--- src/rtl/grf_pkg.sv ---
// Shared definitions for the general-purpose register file (gen_reg_file).
package grf_pkg;

    localparam int DATA_W   = 32;
    localparam int ADDR_W   = 5;
    localparam int NUM_REGS = 2 ** ADDR_W;

    typedef logic [ADDR_W-1:0] reg_addr_t;
    typedef logic [DATA_W-1:0] reg_data_t;

    // Register $0 is hardwired to zero
    localparam reg_addr_t ZERO_REG = 5'd0;

endpackage

--- src/rtl/grf_read_port.sv ---
// Combinational read port for gen_reg_file: zero-register handling and,
// when GRF_BYPASS_EN is defined, same-cycle write-to-read forwarding.
module grf_read_port #(
    parameter int DATA_W = grf_pkg::DATA_W,
    parameter int ADDR_W = grf_pkg::ADDR_W
) (
    input  logic [DATA_W-1:0] regs [2**ADDR_W],
    input  logic [ADDR_W-1:0] ra,
`ifdef GRF_BYPASS_EN
    input  logic              reset,
    input  logic              regwrite,
    input  logic [ADDR_W-1:0] wa,
    input  logic [DATA_W-1:0] wd,
`endif
    output logic [DATA_W-1:0] rd
);
    import grf_pkg::*;

    // Select read data: $0 reads zero, forwarded write data wins over storage
    always_comb begin
        rd = regs[ra];
        if (ra == ADDR_W'(ZERO_REG)) begin
            rd = '0;
        end
`ifdef GRF_BYPASS_EN
        else if (!reset && regwrite && (wa == ra)) begin
            rd = wd;
        end
`endif
    end

endmodule

--- src/rtl/gen_reg_file.sv ---
// General-purpose register file: 2**ADDR_W x DATA_W, two combinational
// read ports, one clocked write port, $0 hardwired to zero.
// Optional macro GRF_BYPASS_EN enables write-to-read forwarding.
module gen_reg_file #(
    parameter int DATA_W = grf_pkg::DATA_W,
    parameter int ADDR_W = grf_pkg::ADDR_W
) (
    input  logic              Clock,
    input  logic              Reset,
    input  logic              RegWrite,
    input  logic [ADDR_W-1:0] RA1,
    input  logic [ADDR_W-1:0] RA2,
    input  logic [ADDR_W-1:0] WA,
    input  logic [DATA_W-1:0] WD,
    output logic [DATA_W-1:0] RD1,
    output logic [DATA_W-1:0] RD2
);
    import grf_pkg::*;

    localparam int unsigned NREGS = 2 ** ADDR_W;

    logic [DATA_W-1:0] regs [NREGS];

    // Synchronous clear has priority over the write port; writes to $0 dropped
    always_ff @(posedge Clock) begin
        if (Reset) begin
            for (int unsigned i = 0; i < NREGS; i++) begin
                regs[i] <= '0;
            end
        end else if (RegWrite && (WA != ADDR_W'(ZERO_REG))) begin
            regs[WA] <= WD;
        end
    end

    grf_read_port #(
        .DATA_W (DATA_W),
        .ADDR_W (ADDR_W)
    ) u_rp1 (
        .regs     (regs),
        .ra       (RA1),
`ifdef GRF_BYPASS_EN
        .reset    (Reset),
        .regwrite (RegWrite),
        .wa       (WA),
        .wd       (WD),
`endif
        .rd       (RD1)
    );

    grf_read_port #(
        .DATA_W (DATA_W),
        .ADDR_W (ADDR_W)
    ) u_rp2 (
        .regs     (regs),
        .ra       (RA2),
`ifdef GRF_BYPASS_EN
        .reset    (Reset),
        .regwrite (RegWrite),
        .wa       (WA),
        .wd       (WD),
`endif
        .rd       (RD2)
    );

endmodule

--- config.mk ---
export PLATFORM = sky130hd
export DESIGN_NAME = gen_reg_file
export DESIGN_NICKNAME = d
export VERILOG_FILES = /design/src/rtl/grf_pkg.sv /design/src/rtl/grf_read_port.sv /design/src/rtl/gen_reg_file.sv
export SDC_FILE = /design/constraint.sdc
export NUM_CORES = 2
export LEC_CHECK = 0
export ABC_CLOCK_PERIOD_IN_PS = 3400
export CAP_MARGIN = 20
export CORE_ASPECT_RATIO = 1.4
export CORE_MARGIN = 2
export CORE_UTILIZATION = 40
export CTS_BUF_LIST = sky130_fd_sc_hd__clkbuf_4 sky130_fd_sc_hd__clkbuf_8
export DETAILED_ROUTE_END_ITERATION = 10
export PLACE_DENSITY = 0.57
export REMOVE_ABC_BUFFERS = 1
export SYNTH_ARGS = -nofsm -noshare
export SYNTH_HDL_FRONTEND = slang
export SYNTH_SLANG_ARGS = --single-unit
--- constraint.sdc ---
create_clock -name Clock -period 3.4 [get_ports Clock]
set_input_delay 0.68 -clock Clock [delete_from_list [all_inputs] [get_ports Clock]]
set_output_delay 0.68 -clock Clock [all_outputs]
set_load 0.02 [all_outputs]
Word-level counts from Yosys, hierarchy flattened
Cells that the tools add are included.
{ "word_totals": {"ff_bits": 1024, "output_inout_bits": 64, "elab_cells": 55} }
{ "classes": {"n_lt_le_gt_ge": 4, "mux": 11, "bitwise": 3, "reduce_logical": 5} }
{ "ops": {"columns": ["op", "n"], "rows": [
  ["bitwise mux 1024 bit", 1],
  ["binary-select mux 32 bit (select 5 bit)", 2],
  ["2-to-1 mux 32 bit", 7],
  ["demux 32 bit (select 5 bit)", 1],
  [">= comparator 6 bit (second input constant)", 3],
  ["NOT 5 -> 6 bit", 3],
  ["logical NOT 5 bit", 2],
  ["< comparator 6 x 1 -> 1 bit (second input constant)", 1],
  ["nonzero test 5 bit", 1],
  ["logical AND 1 bit", 2]
]} }

Depth between registers and ports, before layout
{ "logic_depth": {"depth_word": 6, "depth_mapped": 9, "depth_no_buf": 4} }

Hierarchy
Synthesis repeated with hierarchy kept, for this count alone.
{ "unflattened": {"hier_cells": 4760, "hier_area_um2": 55599.6} }
{ "by_module_without_submodules": {"columns": ["module", "instances", "cells_each", "area_each_um2"], "rows": [
  ["gen_reg_file", 1, 3432, 38863.5],
  ["grf_read_port", 2, 664, 8368.0]
]} }

Worst setup path after synthesis
OpenSTA, ideal clock, no wires.
{ "synth_path": {"path_kind": "input-to-output", "from": "input RA2[2]", "to": "output RD2[23]", "arrival_time_ns": 2.337, "required_ns": 2.720, "path_slack_ns": 0.383, "cell_stages": 8, "n_path_buf": 4, "path_cell_list": "buf_6 > buf_6 > buf_8 > buf_12 > mux2i_1 > a221oi_1 > o21ai_0 > a311oi_1"} }
{ "synth_between": {"elab_chain_len": 5, "word_cells_on_any_way": 6} }
{ "synth_lines": {"columns": ["item", "line_no", "text"], "rows": [
  ["start, declared", "gen_reg_file.sv:12", "input logic [ADDR_W-1:0] RA2,"],
  ["NOT 5 -> 6 bit (implied by the code)", "grf_read_port.sv:21", "rd = regs[ra];"],
  ["binary-select mux 32 bit (select 5 bit)", "grf_read_port.sv:21", null],
  ["2-to-1 mux 32 bit (implied by the code) (2 in a row)", "grf_read_port.sv:21", null],
  ["2-to-1 mux 32 bit *", "grf_read_port.sv:22", "if (ra == ADDR_W'(ZERO_REG)) begin"],
  ["end, declared", "gen_reg_file.sv:16", "output logic [DATA_W-1:0] RD2"]
]} }
Mark *: on every way between the ends. The rest lies on a longest branch, timed or not. The select of a mux whose other input is x is not followed.

Worst setup path in the final report
{ "layout_path": {"from": "input RA2[1]", "to": "output RD2[10]"} }
The elaborated chain is that of the path after synthesis.

==> results.tsv <==
metric	value	unit
run status	complete, but fails checks	
failing checks	negative setup slack	
Root Buffer	sky130_fd_sc_hd__clkbuf_8	
clock buffers created by TritonCTS	165	
share of final-layout standard cells stronger than drive strength 1	27.0	%
Power per Cell Area	428	nW/µm²
Via Count	48300	
endpoint of the lowest-slack register-to-register path	regs[553]$_SDFFE_PP0P_	
Residual DRC	0	
critical-path cell with the highest stage delay	sky130_fd_sc_hd__mux4_2	
register with the highest flop count	regs	
worst ir drop on vdd	0.372	mV
asr flop ratio synth	0	%
Comb pwr share	12.1	%
count of input and output buffers	113	
cell type with the highest occurrence count on the critical path	sky130_fd_sc_hd__buf_4	
power spent charging and discharging nets	7450	µW
Core Box Area	129000	µm²
smallest setup slack after layout	-0.0901	ns
non-filler cells in the finished layout	7869	
Max Clock Freq	287	MHz
cells taking the most area after synthesis	sky130_fd_sc_hd__dfxtp_1 (40%), sky130_fd_sc_hd__mux4_2 (19%), sky130_fd_sc_hd__nand2_1 (15%)	
number of flip-flops in the largest register	1024	
type of the most critical hold path	in2reg	
clock network fraction of design power	43.1	%
Initial Utilization	40.2	%
Req. time, crit path	2.72	ns
clock tree from TritonCTS	built	
detailed-router iteration count before antenna repair	7	
EDFF count, synth	0	
flops & latches, synth	1024	
top post-synthesis cells by count	sky130_fd_sc_hd__nand2_1 (2048), sky130_fd_sc_hd__dfxtp_1 (1024), sky130_fd_sc_hd__a21oi_1 (992)	
row cnt	156	
total of endpoints with negative setup slack in the final report	13	
die height	430	µm
dpl cell area	57800	µm²
number of unique standard cell types used by synthesis	42	
Crit Path Category	in2out	
clock skew after layout	0	ns
cell area after layout	63400	µm²
total routing usage reported by global routing	33.3	%
sequence of cells on the critical path	buf_16 -> buf_12 -> bufbuf_16 -> mux4_2 -> a22oi_2 -> buf_4 -> a311oi_4 -> buf_4 -> buf_6	
Overflow after GRT	0	
global placer's final weighted congestion	0.936	
number of cells traversed by the worst hold path	2	
sort of element at the end of the critical path	output port	
top-count cell post-synth	sky130_fd_sc_hd__nand2_1	
num ports	114	
net switching share of the total power	27.5	%
delay of the slowest cell on the worst path	0.57	ns
Hold EP	regs[32]$_SDFFE_PP0P_	
post-synthesis instance area	51800	µm²
clock insertion delay at the later pin of the skew report	0.90	ns
Avg Synthesized Cell Area	8.88	µm²
largest net degree at the start of global routing	136	
estimated wirelength of the detail-placed design	142	mm
via count of the first global-routing pass	46900	
minimum clock period	3.49	ns
unrepaired setup endpoints after global routing	true	
synthesized instance count	5833	
leakage power figure	0.0214	µW
Placed Instances	7521	
library cell with the largest summed area after synthesis	sky130_fd_sc_hd__dfxtp_1	
share of the yosys chip area belonging to registers	39.6	%
post-route worst hold slack	0.223	ns
crit-path max FO	8	
Internal Pwr Total	19700	µW
setup slack on the worst flop-to-flop path	2.71	ns
share of the synthesized area in the top cell type	39.6	%
drt first-iter violations	5675	
fraction of the cycle the final worst path needs	103	%
Max Root-Sink Buffers	3	
first-pass GRT wire length	322	mm
area added between synthesis and finish	22.4	%
crit path launch type	input port	
clock tree sinks	1024	
leading registers by flop count	regs x1024	
Slew HR	52.5	%
Hold Startpoint	Reset	
final antenna-violating net count	0	
initial antenna violation count	8	
launch instance of the worst register-to-register path	regs[553]$_SDFFE_PP0P_	
area of the die	132000	µm²
post-layout net count	6133	
count of final hold-check violations	0	
Routed WL per cell	28.6	µm
max-cap violation count	0	
Main synth FF type	sky130_fd_sc_hd__dfxtp_1	
ratio of routed vias to standard cells	6.14	
path depth of the worst reg2reg path	2	
clk slew on worst S/H paths	0.06	ns
maximum level of the CTS H-tree	4	
power share of the sequential group	44.8	%
Die Wd	308	µm
Final Slew Violations	0	
worst-margin pin slew	0.712	ns
Crit path arrival time	2.81	ns
yosys synthesis warning count	0	
total detailed-routing wirelength	225	mm
## timing repair
item	4_1_cts	5_1_grt
setup endpoints to repair	64	51
hold buffers	0	0
cloned	9	1
gates resized for setup	336	99
buffers inserted	24	30
pin swaps	30	29
hold endpoints to repair	0	0
## layer usage
layer	track usage [%]	wire length, µm	vias to the layer above
li1	-	-	21000
met1	38.1	78700	23600
met2	52.6	104000	2797
met3	7.28	20200	886
met4	28.9	22400	10
met5	0	60	-
## per-stage QoR
stage / power [µW] / setup slack (ns) / util [%] / setup TNS [ns]
6_report: 27100 / -0.0901 / 49.2 / -0.389
4_1_cts: 27100 / -0.0600 / 48.8 / -0.194
3_5_place_dp: 15400 / -0.926 / 44.9 / -17.68
3_3_place_gp: 15300 / -0.940 / 44.9 / -17.31
2_1_floorplan: 13200 / -0.247 / - / -6.74
5_1_grt: 27800 / -0.0487 / 49.2 / -0.281
## how the worst max path moves through the flow
stage                     startpoint      end  depth (start not counted)
after floorplan               RA1[1]  RD1[10]                          4
after global placement        RA2[1]  RD2[10]                          9
after detailed placement      RA2[1]  RD2[10]                          9
after CTS                     RA2[1]  RD2[24]                          8
after global routing          RA2[1]  RD2[10]                          9
final                         RA2[1]  RD2[10]                          9
## worst max-delay path: cells and delay by family
| family | cells | cell delay (ns) |
|---|---|---|
| multiplexers | 1 | 0.57 |
| AO/OA/AOI/OAI | 2 | 0.42 |
| buffers and inverters | 6 | 1.10 |
## placed cells by master (no fill, tap or decap), types with 25 or more instances in the layout
cell                              count
sky130_fd_sc_hd__buf_4              455
sky130_fd_sc_hd__mux2i_1            177
sky130_fd_sc_hd__buf_6               37
sky130_fd_sc_hd__clkbuf_4            45
sky130_fd_sc_hd__a21oi_1            992
sky130_fd_sc_hd__buf_12             122
sky130_fd_sc_hd__nor2b_1             66
sky130_fd_sc_hd__dfxtp_1           1005
sky130_fd_sc_hd__clkinv_2            25
sky130_fd_sc_hd__o21ai_1             38
sky130_fd_sc_hd__nand2_1           2024
sky130_fd_sc_hd__mux2_2              28
sky130_fd_sc_hd__mux4_2             448
sky130_fd_sc_hd__a221oi_1            38
sky130_fd_sc_hd__clkbuf_8           203
sky130_fd_sc_hd__a22oi_1             41
sky130_fd_sc_hd__clkdlybuf4s50_1     38
## power by group through the flow
stage          Clock (µW)  Sequential [µW]  Combinational (µW)
6_report            11700            12200                3280
5_1_grt             12300            12200                3350
3_5_place_dp            0            12400                2950
2_1_floorplan           0            12400                 820
3_3_place_gp            0            12400                2930
4_1_cts             11800            12100                3160
## logic make-up (layout without fill, tap and decap cells)
kind of cell / Yosys count / after routing / synth area share [%]
buffers and inverters: 624 / 999 / 5.63
muxes: 672 / 672 / 23.9
AOI/OAI and AO/OA: 1325 / 1325 / 14.4
and+or+nand+nor: 2188 / 2188 / 16.5
other: 0 / 2 / 0
DFF: 1024 / 1024 / 39.6
## final cells by class
cell class	instances	area (µm²)
Fill cell	11900	65400
Multi-Input combinational cell	4185	29700
Sequential cell	1024	20500
Timing Repair Buffer	705	7540
Clock buffer	248	3130
Tap cell	1659	2080
Clock inverter	44	408
Inverter	2	11.3
Antenna cell	2	5.00
Power figures use the tool's default switching activity.
